<file path="src/rtl/seg_bcd_scan_driver.sv">
// Binary-to-BCD (double-dabble) converter with latched 7-segment codes and a
// one-hot multiplexed digit scan. Optional macro LEADING_ZERO_BLANK_EN blanks leading zeros.
module seg_bcd_scan_driver #(
  parameter int DIGITS   = 3,
  parameter int DATA_W   = 10,
  parameter int SCAN_DIV = 50000
) (
  input  logic                  clk,
  input  logic                  rst,
  input  logic                  load,
  input  logic [DATA_W-1:0]     bin,
  output logic                  ready,
  output logic                  ovf,
  output logic [8*DIGITS-1:0]   codes,
  output logic [7:0]            seg,
  output logic [DIGITS-1:0]     dig_sel
);

  localparam logic [1:0] IDLE  = 2'd0;
  localparam logic [1:0] CONV  = 2'd1;
  localparam logic [1:0] LATCH = 2'd2;

  localparam int BW = 4 * DIGITS;
  localparam int CW = $clog2(DATA_W + 1);
  localparam int PW = (SCAN_DIV > 1) ? $clog2(SCAN_DIV) : 1;

  function automatic logic [63:0] pow10(input int n);
    logic [63:0] p;
    p = 64'd1;
    for (int k = 0; k < n; k++) p = p * 64'd10;
    return p;
  endfunction

  localparam logic [63:0] MAX_VAL = pow10(DIGITS) - 64'd1;

  function automatic logic [7:0] seg_enc(input logic [3:0] d);
    case (d)
      4'd0:    seg_enc = 8'hFC;
      4'd1:    seg_enc = 8'h60;
      4'd2:    seg_enc = 8'hDA;
      4'd3:    seg_enc = 8'hF2;
      4'd4:    seg_enc = 8'h66;
      4'd5:    seg_enc = 8'hB6;
      4'd6:    seg_enc = 8'hBE;
      4'd7:    seg_enc = 8'hE0;
      4'd8:    seg_enc = 8'hFE;
      4'd9:    seg_enc = 8'hF6;
      default: seg_enc = 8'h00;
    endcase
  endfunction

  logic [1:0]           state;
  logic [DATA_W-1:0]    shreg;
  logic [BW-1:0]        bcd;
  logic [BW-1:0]        bcd_adj;
  logic [BW+DATA_W-1:0] shifted;
  logic [CW-1:0]        cnt;
  logic                 ovf_pend;
  logic [8*DIGITS-1:0]  latch_codes;
  logic [3:0]           nib;
  logic [PW-1:0]        presc;
  logic                 wrap;
  logic [DIGITS-1:0]    dig_next;
  logic [7:0]           seg_next;
`ifdef LEADING_ZERO_BLANK_EN
  logic                 lead;
`endif

  // NOTE: combinational blocks use blocking '=' and assign every output a
  // default first, so no latch is inferred; clocked blocks use '<=' only.
  always_comb begin
    bcd_adj = '0;
    for (int i = 0; i < DIGITS; i++)
      bcd_adj[4*i +: 4] = (bcd[4*i +: 4] >= 4'd5) ? bcd[4*i +: 4] + 4'd3 : bcd[4*i +: 4];
    shifted = {bcd_adj, shreg} << 1;
  end

  // Walk from the top digit down so leading zeros can be detected in one pass.
  always_comb begin
    latch_codes = '0;
    nib         = 4'd0;
`ifdef LEADING_ZERO_BLANK_EN
    lead        = 1'b1;
`endif
    for (int i = DIGITS - 1; i >= 0; i--) begin
      nib = bcd[4*i +: 4];
      if (ovf_pend) begin
        latch_codes[8*i +: 8] = 8'h02;
      end else begin
`ifdef LEADING_ZERO_BLANK_EN
        if (lead && nib == 4'd0 && i != 0) begin
          latch_codes[8*i +: 8] = 8'h00;
        end else begin
          latch_codes[8*i +: 8] = seg_enc(nib);
          lead = 1'b0;
        end
`else
        latch_codes[8*i +: 8] = seg_enc(nib);
`endif
      end
    end
  end

  always_ff @(posedge clk) begin
    if (!rst) begin
      state    <= IDLE;
      ready    <= 1'b1;
      ovf      <= 1'b0;
      ovf_pend <= 1'b0;
      codes    <= '0;
      shreg    <= '0;
      bcd      <= '0;
      cnt      <= '0;
    end else begin
      case (state)
        IDLE: begin
          if (load) begin
            shreg    <= bin;
            bcd      <= '0;
            cnt      <= CW'(DATA_W);
            ovf_pend <= (64'(bin) > MAX_VAL);
            ready    <= 1'b0;
            state    <= CONV;
          end
        end
        CONV: begin
          bcd   <= shifted[BW+DATA_W-1:DATA_W];
          shreg <= shifted[DATA_W-1:0];
          cnt   <= cnt - CW'(1);
          if (cnt == CW'(1)) state <= LATCH;
        end
        LATCH: begin
          codes <= latch_codes;
          ovf   <= ovf_pend;
          ready <= 1'b1;
          state <= IDLE;
        end
        default: state <= IDLE;
      endcase
    end
  end

  // Scan path: seg is loaded with the slice of the digit that dig_sel selects
  // after this same edge, so both outputs always agree.
  always_comb begin
    wrap     = (presc == PW'(SCAN_DIV - 1));
    dig_next = dig_sel;
    if (wrap)
      for (int i = 0; i < DIGITS; i++) dig_next[i] = dig_sel[(i + DIGITS - 1) % DIGITS];
    seg_next = 8'h00;
    for (int i = 0; i < DIGITS; i++)
      if (dig_next[i]) seg_next = codes[8*i +: 8];
  end

  always_ff @(posedge clk) begin
    if (!rst) begin
      presc   <= '0;
      dig_sel <= DIGITS'(1);
      seg     <= 8'h00;
    end else begin
      presc   <= wrap ? '0 : presc + PW'(1);
      dig_sel <= dig_next;
      seg     <= seg_next;
    end
  end

endmodule

</file>
<file path="config.mk">
export PLATFORM = sky130hd
export DESIGN_NAME = seg_bcd_scan_driver
export DESIGN_NICKNAME = d
export VERILOG_FILES = /design/src/rtl/seg_bcd_scan_driver.sv
export SDC_FILE = /design/constraint.sdc
export NUM_CORES = 1
export LEC_CHECK = 0
export ABC_AREA = 1
export BUFFER_PORTS_ARGS = -buffer_cell sky130_fd_sc_hd__buf_2
export CORE_MARGIN = 2
export CORE_UTILIZATION = 60
export DETAILED_ROUTE_END_ITERATION = 7
export GPL_TIMING_DRIVEN = 0
export PLACE_DENSITY_LB_ADDON = 0.1
export SLEW_MARGIN = 5
export SYNTH_ARGS = -nofsm -noshare
export SYNTH_HDL_FRONTEND = slang
export SYNTH_SLANG_ARGS = --single-unit
</file>
<file path="constraint.sdc">
create_clock -name clk -period 4.94 [get_ports clk]
set_input_delay 0.247 -clock clk [delete_from_list [all_inputs] [get_ports clk]]
set_output_delay 0.247 -clock clk [all_outputs]
set_load 0.05 [all_outputs]
</file>
==> results of run 1 <==
through the flow:
step / setup slack (ns) / hold WS (ns) / total power [mW] / util, %
floorplan: 3.09 / 0.395 / 0.928 / -
global placement: 2.82 / 0.429 / 0.955 / 66.8
detailed placement: 2.75 / 0.435 / 0.958 / 66.8
CTS: 2.73 / 0.132 / 1.51 / 69.7
global route: 2.53 / 0.149 / 1.56 / 69.7
finish: 2.75 / 0.135 / 1.50 / 69.7
layer usage:
layer	global-route usage [%]	wire [um]	part of all wire [%]
met1	31.9	4780	46
met2	43.2	5000	49
met3	4.41	407	4.0
met4	5.56	91	0.88
met5	0	0	0
layout by cell type (no fill, tap or decap), types with 4 or more instances in the layout:
master      n
inv_2       8
nand4_1     8
nor2_1     30
nand3_2     5
conb_1      4
a31oi_1     4
nand2_2     7
nand2_1   187
inv_1      65
ha_1       27
clkbuf_8    9
o21ai_0    17
nor3_1      6
nand3b_1   11
buf_2      46
o211ai_1    4
nand2_4     7
buf_4       6
nand3_1    42
clkbuf_1    4
o21ai_2     4
dfxtp_1    99
a21oi_1    36
final timing paths:
path	from	endpoint	slack (ns)	cells past startpoint
worst max-delay path	bcd[0]$_SDFFE_PN0N_	register	2.75	12
worst min-delay path	bin[0]	shreg[0]$_SDFFE_PN0N_	0.14	2
worst max register to register	bcd[0]$_SDFFE_PN0N_	register	2.75	12
worst min register to register	register	codes[2]$_SDFFE_PN0P_	0.44	2
power groups by stage:
stage	Sequential, mW	Clock, mW	Combinational [mW]
2_1_floorplan	0.852	0	0.0761
3_3_place_gp	0.844	0	0.111
4_1_cts	0.826	0.567	0.115
5_1_grt	0.828	0.604	0.127
6_report	0.826	0.560	0.115
3_5_place_dp	0.844	0	0.114
worst reg2reg max path, cell delays in order, from the launching register on:
cell      delay [ns]
dfxtp_1         0.38
inv_1           0.10
ha_1            0.22
inv_1           0.05
nand2_1         0.09
nand3_1         0.13
nand2_1         0.08
o21ai_1         0.33
inv_1           0.17
ha_1            0.22
nand3b_1        0.15
nand3_1         0.11
nand2_1         0.05
cell families (layout without fill, tap and decap cells):
group | Yosys count | in the layout | synth area share (%)
simple gates | 317 | 317 | 32.1
flops | 99 | 99 | 41.0
buf+inv | 94 | 154 | 8.36
compound gates | 83 | 83 | 10.7
fa+ha+maj | 27 | 27 | 6.99
xor+xnor | 4 | 4 | 0.725
other cells | 1 | 4 | 0.0776
layout make-up:
type	instances	area [um^2]	share of cell area (%)
repair buffers	44	220	4.07
multi-input cells	435	2460	45.4
inverters	77	300	5.55
well taps	102	128	2.36
plain buffers	17	104	1.92
flip-flops and latches	99	1980	36.6
clock inverters	7	95.1	1.76
clock buffers	9	124	2.29
==> out/metrics.cfg, run 1 <==
[routing]
wl_um=10300
drc=0
drtIter0Drc=163
drt-pass1-iter-count=5
via_count=4129
vias_per_cell=5.23
ant_nets=0
wl_per_cell_um=13.0

[setup_path]
path_class=reg2reg
crit_path_max_incr_delay_ns=0.38
critical_path_buf_inv_count=3
cp-end-kind=register
cp_top_family=simple AND/OR/NAND/NOR gates
worstPathCellList=inv_1, ha_1, inv_1, nand2_1, nand3_1, nand2_1, o21ai_1, inv_1, ha_1, nand3b_1, nand3_1, nand2_1
startpoint_type=register
path_max_fanout=4
cp.required_ns=5.21
crit_slowest_cell=dfxtp_1
crit_arrival_ns=2.46

[timing]
skew_ns=0.0119
setup_violations=0
slew_violations=0
relSlewSlack_pct=60.1
fin_crit_ns=2.19
rsz0062_at_grt=no
min_period_over_period_pct=44.4
finalSetupTns_ns=0
fmax_mhz=456
hold_viol=0
worstMarginPinSlew_ns=0.599

[synth]
yosysMostFrequentCell=nand2_1
ys_seq_elements=99
dominantRegCellSynth=dfxtp_1
avgSynthCellArea_um2=7.73
synth_area_leader_cell=dfxtp_1
synth.distinct_cells=48
synthTopCellsByCount=nand2_1, dfxtp_1, inv_1
syn-instance-count=625
synth_area_leaders=dfxtp_1, nand2_1, ha_1
yosys_warnings=0
synth.top_cell.area_share_pct=41.0
async_reset_ff_share_pct=0
synth-seq-area-share_pct=41.0
synth_area_mm2=0.00483
synth_edf_count=0

[power_and_ir_drop]
internal-power_mw=1.10
leakagePower_nw=2.50
p_clk_share_pct=37.3
p_sw_mw=0.402
sw_frac_of_total_pct=26.8
p_per_area_mw_per_mm2=277
ir_worst_vdd_uv=232
p_comb_share_pct=7.6
power.share.sequential_pct=55.0

[layout]
nNetsFinal=723
n_fill_cell=655
layout.cells.non_filler=790
area_growth_pct=12.0
diodes=0
drive_above_1_share_pct=17.7
final_cell_area_mm2=0.00541

[cts]
cts_setup_buffers=0
cts_root_buffer=clkbuf_8
clk_path_buf_depth=2
cts_max_level=3
clkTransAtPathRegs_ns=0.10
cts.sinks=99
insertion_delay_ns=0.37
cts_resized=0
cts_buffers=9
hold_buffers=0
cts_tree=built

[die]
start_util_pct=62.2
io_pins=50
coreArea_mm2=0.00777
rows=32
die_x_um=93.8
dieArea_mm2=0.00879
die_y_um=93.8

[worst_hold_path]
hp-class=in2reg

[grt]
grtUsageTotal_pct=24.8
grt_first_pass_wirelength_um=17500
antenna_found_initial=0
grt_max_degree=20
overflow=0
grt_pass1_vias=3867

[place]
io_buffers=44
placed_cell_area_mm2=0.00519
place.gp.congestion=0.842
placed_cells=774
place_hpwl_um=7730

[outcome]
status=finished, final reports clean

[run]
cap_violations=0

(Power assumes the default switching activity.)
==> run 2, diff against run 1 <==
--- a/config.mk
+++ b/config.mk
@@ -5,10 +5,10 @@
 export SDC_FILE = /design/constraint.sdc
 export NUM_CORES = 1
 export LEC_CHECK = 0
-export ABC_AREA = 1
+export ABC_AREA = 0
 export BUFFER_PORTS_ARGS = -buffer_cell sky130_fd_sc_hd__buf_2
 export CORE_MARGIN = 2
-export CORE_UTILIZATION = 60
+export CORE_UTILIZATION = 58
 export DETAILED_ROUTE_END_ITERATION = 7
 export GPL_TIMING_DRIVEN = 0
 export PLACE_DENSITY_LB_ADDON = 0.1
==> constraint.sdc (replaced) <==
create_clock -name clk -period 2.3 [get_ports clk]
set_input_delay 0.115 -clock clk [delete_from_list [all_inputs] [get_ports clk]]
set_output_delay 0.115 -clock clk [all_outputs]
set_load 0.05 [all_outputs]
==> out/metrics.cfg, run 2 <==
[place]
place_hpwl_um=7240  ; -6.3%
placed_cells=659  ; -15%
place.gp.congestion=0.857  ; +1.8%
io_buffers=44  ; unchanged

[power_and_ir_drop]
leakagePower_nw=2.23  ; -11%
p_per_area_mw_per_mm2=605  ; +120%
ir_worst_vdd_uv=326  ; +41%

[cts]
cts_root_buffer=clkbuf_8
cts_buffers=9  ; unchanged
cts_tree=built
cts.sinks=99  ; unchanged
clk_path_buf_depth=2  ; unchanged
cts_max_level=3  ; unchanged
clkTransAtPathRegs_ns=0.10  ; about the same
insertion_delay_ns=0.37  ; about the same

[routing]
drt-pass1-iter-count=5  ; unchanged
wl_um=10400  ; +1.1%
drc=0  ; unchanged
drtIter0Drc=231  ; +42%
via_count=3904  ; -5.4%
ant_nets=0  ; unchanged
vias_per_cell=5.72  ; +9.4%
wl_per_cell_um=15.2  ; +17%

[synth]
synth_area_leader_cell=dfxtp_1
avgSynthCellArea_um2=9.06  ; +17%
synth_edf_count=0  ; unchanged
yosysMostFrequentCell=dfxtp_1
synth-seq-area-share_pct=42.9  ; +1.9 points
synth_area_leaders=dfxtp_1, ha_1, nand2_1
synth.distinct_cells=69  ; +44%
synth_area_mm2=0.00462  ; -4.4%
yosys_warnings=0  ; unchanged
ys_seq_elements=99  ; unchanged
synthTopCellsByCount=dfxtp_1, nand2_1, nor2_1
syn-instance-count=510  ; -18%
dominantRegCellSynth=dfxtp_1
synth.top_cell.area_share_pct=42.9  ; +1.9 points
async_reset_ff_share_pct=0  ; unchanged

[timing]
slew_violations=0  ; unchanged
min_period_over_period_pct=96.2  ; +52 points
fin_crit_ns=2.21  ; +0.0185 ns
hold_viol=0  ; unchanged
relSlewSlack_pct=61.1  ; +1.0 points
skew_ns=0.00985  ; -0.00207 ns
worstMarginPinSlew_ns=0.584  ; -0.0153 ns
fmax_mhz=452  ; -0.83%
setup_violations=0  ; unchanged

[setup_path]
critical_path_buf_inv_count=2  ; -1
path_max_fanout=10  ; +6
cp-end-kind=register
crit_slowest_cell=nand3b_2
cp.required_ns=2.55  ; -2.66 ns
worstPathCellList=buf_6, nand3b_2, a2111oi_4, a211o_1, ha_1, inv_1, and3_1, a311oi_2, a21oi_1
startpoint_type=register
path_class=reg2reg
cp_top_family=compound AO/OA/AOI/OAI gates
ff2ff_setup_slack_ns=0.09  ; -2.66 ns
crit_path_max_incr_delay_ns=0.35  ; -0.03 ns
crit_arrival_ns=2.46  ; about the same

[grt]
overflow=0  ; unchanged
grt_pass1_vias=3612  ; -6.6%
grtUsageTotal_pct=24.6  ; -0.15 points
grt_first_pass_wirelength_um=17200  ; -1.8%
antenna_found_initial=0  ; unchanged
grt_max_degree=20  ; unchanged

[run]
cap_violations=0  ; unchanged

[layout]
final_common_cell=dfxtp_1
nNetsFinal=616  ; -15%
n_fill_cell=635  ; -3.1%
mostFrequentLayoutCells=dfxtp_1, buf_2, nand2_1
multi_input_area_mm2=0.00250  ; +1.6%
regArea_mm2=0.00199  ; +0.38%
utilization_pct=69.8  ; +0.13 points
drive_above_1_share_pct=19.3  ; +1.5 points
layout.cells.non_filler=683  ; -14%
diodes=0  ; unchanged
area_growth_pct=16.8

[worst_hold_path]
hp-class=in2reg

[outcome]
status=finished, final reports clean

[die]
start_util_pct=59.8  ; -2.4 points
die_x_um=93.2  ; -0.54%
die_y_um=93.2  ; -0.54%
dieArea_mm2=0.00869  ; -1.1%
io_pins=50  ; unchanged
rows=32  ; unchanged
coreArea_mm2=0.00773  ; -0.52%

[run 2: changes by cell type in the layout (fill, tap and decap cells not counted), moves of 8 or more]
cell,change
nand3_1,-26
and2_1,+8
nor2_1,+13
and3_1,+10
nand3b_1,+8
inv_1,-35
clkbuf_1,+10
nand2_1,-141
[run 2: final timing paths]
kind                          from                    end  depth (start not counted)
max          state[1]$_SDFFE_PN0P_               register                          9
min                         bin[2]  shreg[2]$_SDFFE_PN0N_                          5
max reg2reg  state[1]$_SDFFE_PN0P_               register                          9
min reg2reg  shreg[3]$_SDFFE_PN0N_  shreg[3]$_SDFFE_PN0N_                          2
[run 2: worst register-to-register path, stage by stage, from the launching register on]
cell,delay [ns]
dfxtp_1,0.33
buf_6,0.14
nand3b_2,0.35
a2111oi_4,0.30
a211o_1,0.20
ha_1,0.15
inv_1,0.05
and3_1,0.17
a311oi_2,0.28
a21oi_1,0.11
[run 2: routing by layer]
layer / global-route usage [%] / vias up / wire (um)
li1: - / 1934 / -
met1: 33.0 / 1852 / 4760
met2: 39.7 / 96 / 4950
met3: 5.40 / 22 / 464
met4: 7.72 / 0 / 220
met5: 0 / - / 0
[run 2: area by class of cell]
type                            count  area share [%]
Multi-Input combinational cell    354            46.3
Sequential cell                    99            36.9
Timing Repair Buffer               53            5.59
Buffer                             26            2.46
Tap cell                          102            2.37
Clock buffer                        9            2.30
Inverter                           33            2.30
Clock inverter                      7            1.79
[run 2: metrics by stage]
stage	power, mW	instance area, um^2	setup TNS (ns)	worst slack, ns	hold slack (ns)
floorplan	2.02	4630	0	0.0677	0.234
global placement	2.09	4980	-0.518	-0.152	0.321
detailed placement	2.09	4980	-0.948	-0.202	0.327
CTS	3.28	5300	0	0.00567	0.129
global route	3.39	5390	-0.128	-0.0577	0.165
finish	3.26	5390	0	0.0882	0.143
[run 2: power breakdown]
group / switching (mW) / internal, mW / leakage [nW]
registers: 0.0330 / 1.76 / 0.804
logic: 0.187 / 0.0939 / 1.32
clock network: 0.662 / 0.531 / 0.106
[run 2: kinds of logic (layout without fill, tap and decap cells)]
family | count (synthesis) | count (layout) | share of synthesized area, %
compound gates | 124 | 124 | 19.6
xor+xnor | 16 | 16 | 3.03
fa+ha+maj | 27 | 27 | 7.31
buf+inv | 60 | 128 | 5.63
flops | 99 | 99 | 42.9
mux | 4 | 4 | 0.921
other cells | 1 | 4 | 0.0812
simple gates | 179 | 179 | 20.5
[run 2: repair_timing]
item                       CTS  global route
setup endpoints to repair   12            23
hold endpoints to repair     4             0
gates resized for setup      7            23
buffers inserted             3             3
hold buffers                 4             0
pin swaps                    2             4
